<file path="config.mk">
export PLATFORM = sky130hd
export DESIGN_NAME = icache_axi_rd_bridge
export DESIGN_NICKNAME = d
export VERILOG_FILES = /design/src/rtl/icache_axi_rd_bridge.sv
export SDC_FILE = /design/constraint.sdc
export NUM_CORES = 1
export LEC_CHECK = 0
export BUFFER_PORTS_ARGS = -buffer_cell sky130_fd_sc_hd__buf_2
export CORE_UTILIZATION = 52
export DETAILED_ROUTE_END_ITERATION = 10
export GPL_TIMING_DRIVEN = 0
export PLACE_DENSITY = 0.8
export SYNTH_ARGS = -nofsm -noshare
export SYNTH_HDL_FRONTEND = slang
export SYNTH_SLANG_ARGS = --single-unit
</file>
<file path="constraint.sdc">
create_clock -name clk -period 11.4 [get_ports clk]
set_clock_uncertainty 0.05 [all_clocks]
set_input_delay 2.28 -clock clk [delete_from_list [all_inputs] [get_ports clk]]
set_output_delay 2.28 -clock clk [all_outputs]
set_load 0.03 [all_outputs]
</file>
<file path="src/rtl/icache_axi_rd_bridge.sv">
// rtl/icache_axi_rd_bridge.sv - instruction-cache read bridge onto a single-ID AXI read channel
// One transaction in flight: an 8-beat INCR burst for a cache line, or a single beat for an uncached word.
module icache_axi_rd_bridge #(
    parameter logic [3:0] ARID_VAL = 4'h0
) (
    input  logic         clk,
    input  logic         reset,
    input  logic         rd_req,
    input  logic         rd_type,
    input  logic [31:0]  rd_addr,
    output logic         rd_rdy,
    output logic         ret_valid,
    output logic [255:0] ret_data,
    output logic [3:0]   arid,
    output logic [31:0]  araddr,
    output logic [7:0]   arlen,
    output logic [2:0]   arsize,
    output logic [1:0]   arburst,
    output logic         arvalid,
    input  logic         arready,
    input  logic [3:0]   rid,
    input  logic [31:0]  rdata,
    input  logic [1:0]   rresp,
    input  logic         rlast,
    input  logic         rvalid,
    output logic         rready,
    output logic         rd_err
);

    typedef enum logic [1:0] {IDLE, AR, R, RESP} state_t;

    state_t         state;
    state_t         state_nxt;
    logic           type_q;
    logic [31:0]    addr_q;
    logic [255:0]   line_q;
    logic [2:0]     beat_cnt;
    logic [7:0]     beat_lsb;
    logic           err_q;
    logic           accept;
    logic           beat_ok;
    logic           final_beat;

    assign accept     = rd_req && (state == IDLE);
    // Beats carrying a foreign ID are still handshaken but never counted or stored.
    assign beat_ok    = rvalid && (state == R) && (rid == ARID_VAL);
    assign final_beat = type_q ? (beat_cnt == 3'd7) : (beat_cnt == 3'd0);
    assign beat_lsb   = {beat_cnt, 5'b0};

    always_ff @(posedge clk or posedge reset) begin
        if (reset) begin
            state <= IDLE;
        end else begin
            state <= state_nxt;
        end
    end

    always_comb begin
        state_nxt = state;
        rd_rdy    = 1'b0;
        arvalid   = 1'b0;
        rready    = 1'b0;
        ret_valid = 1'b0;
        case (state)
            IDLE: begin
                rd_rdy = 1'b1;
                if (rd_req) state_nxt = AR;
            end
            AR: begin
                arvalid = 1'b1;
                if (arready) state_nxt = R;
            end
            R: begin
                rready = 1'b1;
                if (beat_ok && final_beat) state_nxt = RESP;
            end
            RESP: begin
                ret_valid = 1'b1;
                state_nxt = IDLE;
            end
            default: state_nxt = IDLE;
        endcase
    end

    always_ff @(posedge clk or posedge reset) begin
        if (reset) begin
            type_q   <= 1'b0;
            addr_q   <= 32'h0;
            line_q   <= 256'h0;
            beat_cnt <= 3'd0;
            err_q    <= 1'b0;
        end else if (accept) begin
            type_q   <= rd_type;
            addr_q   <= rd_addr;
            line_q   <= 256'h0;
            beat_cnt <= 3'd0;
        end else if (beat_ok) begin
            line_q[beat_lsb +: 32] <= rdata;
            beat_cnt               <= beat_cnt + 3'd1;
            // An early rlast is only flagged; the burst still runs to its counted length.
            if ((rlast != final_beat) || (rresp != 2'b00)) err_q <= 1'b1;
        end
    end

    assign araddr   = (state != AR) ? 32'h0 : (type_q ? {addr_q[31:5], 5'b0} : addr_q);
    assign arlen    = ((state == AR) && type_q) ? 8'd7 : 8'd0;
    assign arsize   = 3'b010;
    assign arburst  = 2'b01;
    assign arid     = ARID_VAL;
    assign ret_data = (state == RESP) ? line_q : 256'h0;
    assign rd_err   = err_q;

endmodule

</file>
## Word-level counts from Yosys, hierarchy flattened

Index checks and enable logic that the tools add are counted.

| operators by class | value |
|---|---|
| add/sub/neg operators | 2 |
| eq/ne operators | 9 |
| shifts and indexed selects | 2 |
| muxes and demuxes | 18 |
| bitwise operators | 1 |
| reductions and logical operators | 13 |

Operators by type and width:

| operator | number |
|---|---|
| 2-to-1 mux 256 bit | 3 |
| bitwise mux 256 bit | 1 |
| variable shift 32 x 10 -> 256 bit (first input constant) | 1 |
| variable part select 32 x 10 -> 256 bit | 1 |
| 2-to-1 mux 32 bit | 1 |
| negator 8 -> 10 bit | 1 |
| 2-to-1 mux 3 bit | 3 |
| one-hot mux 2 bit (4 select lines) | 1 |
| 2-to-1 mux 2 bit | 3 |
| AND reduction 3 bit | 2 |
| logical AND 1 bit | 5 |
| 2-to-1 mux 1 bit | 5 |
| 2-to-1 mux 5 bit | 1 |
| equality test 2 bit (second input constant) | 2 |
| zero test 4 bit | 1 |
| != test 2 x 1 -> 1 bit (second input constant) | 2 |
| != test 2 bit (second input constant) | 2 |
| nonzero test 2 bit | 2 |
| adder 3 x 1 -> 3 bit (second input constant) | 1 |
| equality test 3 bit (second input constant) | 1 |
| zero test 3 bit | 1 |
| equality test 2 x 1 -> 1 bit (second input constant) | 1 |
| zero test 2 bit | 1 |
| logical OR 1 bit | 1 |
| other kinds (2) | 2 |

| storage, ports and cells | value |
|---|---|
| bits in registers | 295 |
| input bits | 77 |
| output and inout port bits | 310 |
| word-level logic and storage cells | 51 |

## Logic depth before layout (Yosys ltp)

| depth | value |
|---|---|
| depth after elaboration | 6 |
| gate-level depth with buffers | 10 |
| gate-level depth less buffers | 7 |

## Worst setup path after synthesis

OpenSTA, ideal clock, no wires.

| timing path | value |
|---|---|
| path type | input-to-reg |
| from | input port rid[1] |
| to | register line_q[100] |
| setup time | 122 ps |
| arrival | 4,051 ps |
| required time | 11,228 ps |
| slack | 7,177 ps |
| stages | 7 |
| path buffers | 3 |
| cell sequence | or4b_1 buf_2 or4_4 and2_1 buf_6 buf_6 a32o_1 |

| on the way | value |
|---|---|
| longest elaborated chain between the ends | 3 |

RTL lines:

| element | line | source |
|---|---|---|
| from (decl) | 21 | `input logic [3:0] rid,` |
| zero test 4 bit | 46 | `assign beat_ok = rvalid && (state == R) && (rid == ARID_VAL);` |
| logical AND 1 bit | 46 |  |
| nonzero test 2 bit (no source line) | - |  |
| to (signal, indexed assignment) | 98 | `line_q[beat_lsb +: 32] <= rdata;` |
| to (decl) | 36 | `logic [255:0] line_q;` |

No other way between the ends.
A chain may end at the register's enable or synchronous reset.

## Worst setup path in the final report

| timing path | value |
|---|---|
| from | register state[0] |
| to | output port ret_data[191] |

| on the way | value |
|---|---|
| longest elaborated chain between the ends | 2 |

RTL lines:

| element | line | source |
|---|---|---|
| from (decl) | 32 | `state_t state;` |
| from (signal assigned) | 54 | `state <= state_nxt;` |
| equality test 2 bit | 110 | `assign ret_data = (state == RESP) ? line_q : 256'h0;` |
| 2-to-1 mux 256 bit | 110 |  |
| to (decl) | 13 | `output logic [255:0] ret_data,` |

No other way between the ends.

==> flow_summary.yaml <==
yosys:
  synth_xor_area_frac: 0.001294
  synth.top_cell.area_share: 0.5453
  ys_warn_count: 0
  synth_cell_types: 44
  synthSimpleGateAreaFrac: 0.2346
  syn_area_mm2: 0.01354
  synth_edf_count: 0
  synth_async_sr_flop_share: 1.000
  synth_area_per_cell_um2: 10.16
  synth_area_leaders: "dfrtp_1 (55%), and2_1 (13%), a32o_1 (9.4%), nand2_1 (5.5%), clkbuf_1 (3.0%)"
  yosysTopAreaCell: "dfrtp_1"
  ys_seq_elements: 295
  synth_adder_area_share: 0.01109
  synthCells: 1333
  ys.flop_type: "dfrtp_1"
  synth_compound_area_frac: 0.1559
  synthMuxAreaShare: 0.001571
  yosysSeqAreaShare: 0.5453
  synth_top_family_by_area: "simple AND/OR/NAND/NOR gates"
timing:
  setup_viol: 0
  worstMarginPinSlew_ns: 1.241
  layout_min_cycle_time_ns: 5.541
  relSlewSlack: 0.1648
  rsz0062_at_grt: "false"
  worst_slack_ns: 5.859
  setup-tns-final_ns: 0
  finalMaxSlewViolations: 0
  fin_hold_ws_ns: 0.4149
  finalCritPeriodShare: 0.4861
  fmax_mhz: 180.5
  hold_violations: 0
worst_setup_path:
  critPathMaxStageDelay_ns: 0.83
  worstPathCellList: "ha_1, clkbuf_1, clkbuf_1, and2_1, buf_2"
  crit_fanout: 10
  crit_family: "buffers and inverters"
  crit_path_end_kind: "primary output"
  required_ns: 9.07
  slowest_stage: "clkbuf_1"
  crit_top_cell: "clkbuf_1"
  crit_type: "flop to primary output"
  startpoint_type: "flop"
  worstPathArrival_ns: 3.21
  path_buf_inv: 3
routing:
  drt-met1-wl_mm: 17.76
  top_layer: "met4"
  ant_nets: 0
  drt_pass1_iterations: 5
  wirelength_mm: 44.91
  drt_iter0_markers: 1042
  drc: 0
  wl_met3_mm: 4.296
  wl_met2_mm: 20.99
  wl_per_cell_um: 21.38
  via_per_inst: 5.798
  dr_total_vias: 12180
floorplanning:
  dieWidth_um: 163.3
  ios: 387
  rows: 58
  die-area_mm2: 0.02668
  fp.dieH_um: 163.3
  start_util: 0.5345
  core_area_mm2: 0.02533
clocking:
  cts_tree: "built"
  numCtsBuffers: 31
  clk_pin_slew_ns: 0.06
  root_buffer: "clkbuf_16"
  h-tree-depth: 1
  cts_hold_buf: 0
  clk_latency_ns: 0.55
  cts-resized-gates: 0
  cts_buffer_depth: 3
  cts_sinks: 295
  post_cts_buffers: 0
cells_and_area:
  final_nets: 1838
  n_fill_cell: 2018
  num_antenna_cells: 0
  final_util: 0.6703
  drive_above_1_share: 0.2580
  area_delta_synth_final_pct: 25.42
placed_design:
  portBuffers: 367
  place_congestion: 0.9214
  dp_hpwl_mm: 32.27
  pre_cts_ws_ns: 6.369
power:
  seq_power_share: 0.397
  p_int_mw: 1.924
  powerDensity_mw_per_mm2: 172.4
  ir_worst_vdd_uv: 110.6
  power.leakage_nw: 8.797
  p_switching_mw: 1.003
  comb_power_share: 0.250
  sw_frac_of_total: 0.3426
  power_frac_clock: 0.353
global_route:
  grt_max_degree: 135
  grt_pass1_wl_mm: 67.09
  grt_pass1_vias: 11510
  antenna_found_initial: 1
  grt_overflow_total: 0
  grt_use_total: 0.3344
status:
  status: "complete, no violations"
run:
  max_cap_viol_count: 0
hold_path:
  worst_hold_path_type: "flop to flop"
power groups by stage:
| stage | clock, mW | combinational [mW] | sequential (mW) |
|---|---|---|---|
| 6_report | 1.03 | 0.733 | 1.16 |
| 4_1_cts | 1.04 | 0.730 | 1.16 |
| 3_5_place_dp | 0 | 0.725 | 1.18 |
| 3_3_place_gp | 0 | 0.704 | 1.18 |
| 2_1_floorplan | 0 | 0.467 | 1.17 |
| 5_1_grt | 1.09 | 0.795 | 1.17 |
cells in the final DEF (no fill, tap or decap), drive strengths merged, types with 3 or more instances in the layout:
| cell type | netlist | routed |
|---|---|---|
| and2 | 291 | 291 |
| or4 | 3 | 3 |
| a21oi | 40 | 40 |
| clkbuf | 113 | 155 |
| nor4 | 4 | 4 |
| nand3 | 78 | 78 |
| nor2 | 10 | 10 |
| buf | 31 | 402 |
| ha | 12 | 12 |
| a22o | 32 | 32 |
| conb | 2 | 14 |
| a32o | 127 | 127 |
| o21ai | 59 | 59 |
| bufinv | 0 | 3 |
| inv | 9 | 9 |
| nand2 | 198 | 198 |
| nand4 | 4 | 4 |
| dfrtp | 295 | 295 |
| clkinv | 0 | 8 |
through the flow:
stage	total power [mW]	std cells	area, um2
after floorplan	1.636	1345	13580
after global placement	1.879	2042	15830
after detailed placement	1.904	2046	15920
after CTS	2.928	2101	16980
after global routing	3.050	2101	16980
final	2.927	2101	16980
layout make-up:
cell class | count | area, um2 | area share
Tap cell | 330 | 412.9 | 0.02432
Timing Repair Buffer | 371 | 1907 | 0.1123
Multi-Input combinational cell | 897 | 5540 | 0.3263
Sequential cell | 295 | 7382 | 0.4348
Clock buffer | 42 | 907.1 | 0.05343
Inverter | 9 | 41.29 | 0.002432
Buffer | 144 | 638.1 | 0.03759
Clock inverter | 13 | 148.9 | 0.008770
routing by layer:
metal  vias to the layer above  track usage
met5                         -            0
met4                         0       0.1364
met3                       114      0.06450
met1                      5971       0.4548
met2                       673       0.5266
li1                       5424            -
registers in the layout, summed over array words and instances (netlist names):
signal / cells
addr_q: 32
rd_err: 1
beat_cnt: 3
state: 2
type_q: 1
line_q: 256
path summary, 6_finish.rpt:
check / end / slack [ns] / depth (start not counted) / from
setup / recovery: ret_data[191] / 5.86 / 5 / state[0]$_DFFE_PP0P_
hold / removal: addr_q[18]$_DFFE_PP0P_ / 0.41 / 2 / addr_q[18]$_DFFE_PP0P_
setup reg to reg: line_q[114]$_DFFE_PP0P_ / 7.82 / 9 / beat_cnt[0]$_DFFE_PP0P_
hold reg to reg: addr_q[18]$_DFFE_PP0P_ / 0.41 / 2 / addr_q[18]$_DFFE_PP0P_
max in group asynchronous: line_q[110]$_DFFE_PP0P_ / 8.48 / 3 / reset
min in group asynchronous: line_q[103]$_DFFE_PP0P_ / 1.73 / 2 / reset
tightest hold or removal path, stage by stage, from the launching register on:
cell and delay [ns]:
dfrtp_1 0.33, nand2_1 0.05, nand2_1 0.06
cells by family after synthesis:
family,count (synthesis)
other cells,2
compound gates,266
fa+ha+maj,12
flops,295
simple gates,601
xor+xnor,2
mux,2
buf+inv,153
synthesized netlist by cell type (2+ instances only):
cell type and n:
a21oi_1 40, a22o_1 32, a32o_1 127, and2_1 291, and4_1 2, buf_1 9, buf_2 2, buf_4 16
buf_6 4, clkbuf_1 109, clkbuf_2 4, conb_1 2, dfrtp_1 295, ha_1 12, inv_1 9, nand2_1 198
nand3_1 78, nand4_1 4, nor2_1 10, nor2b_1 2, nor3_1 2, nor4_1 4, o21ai_0 43, o21ai_1 16
o41ai_1 2, or4_1 2
No activity file was read; power rests on OpenSTA's default activity.
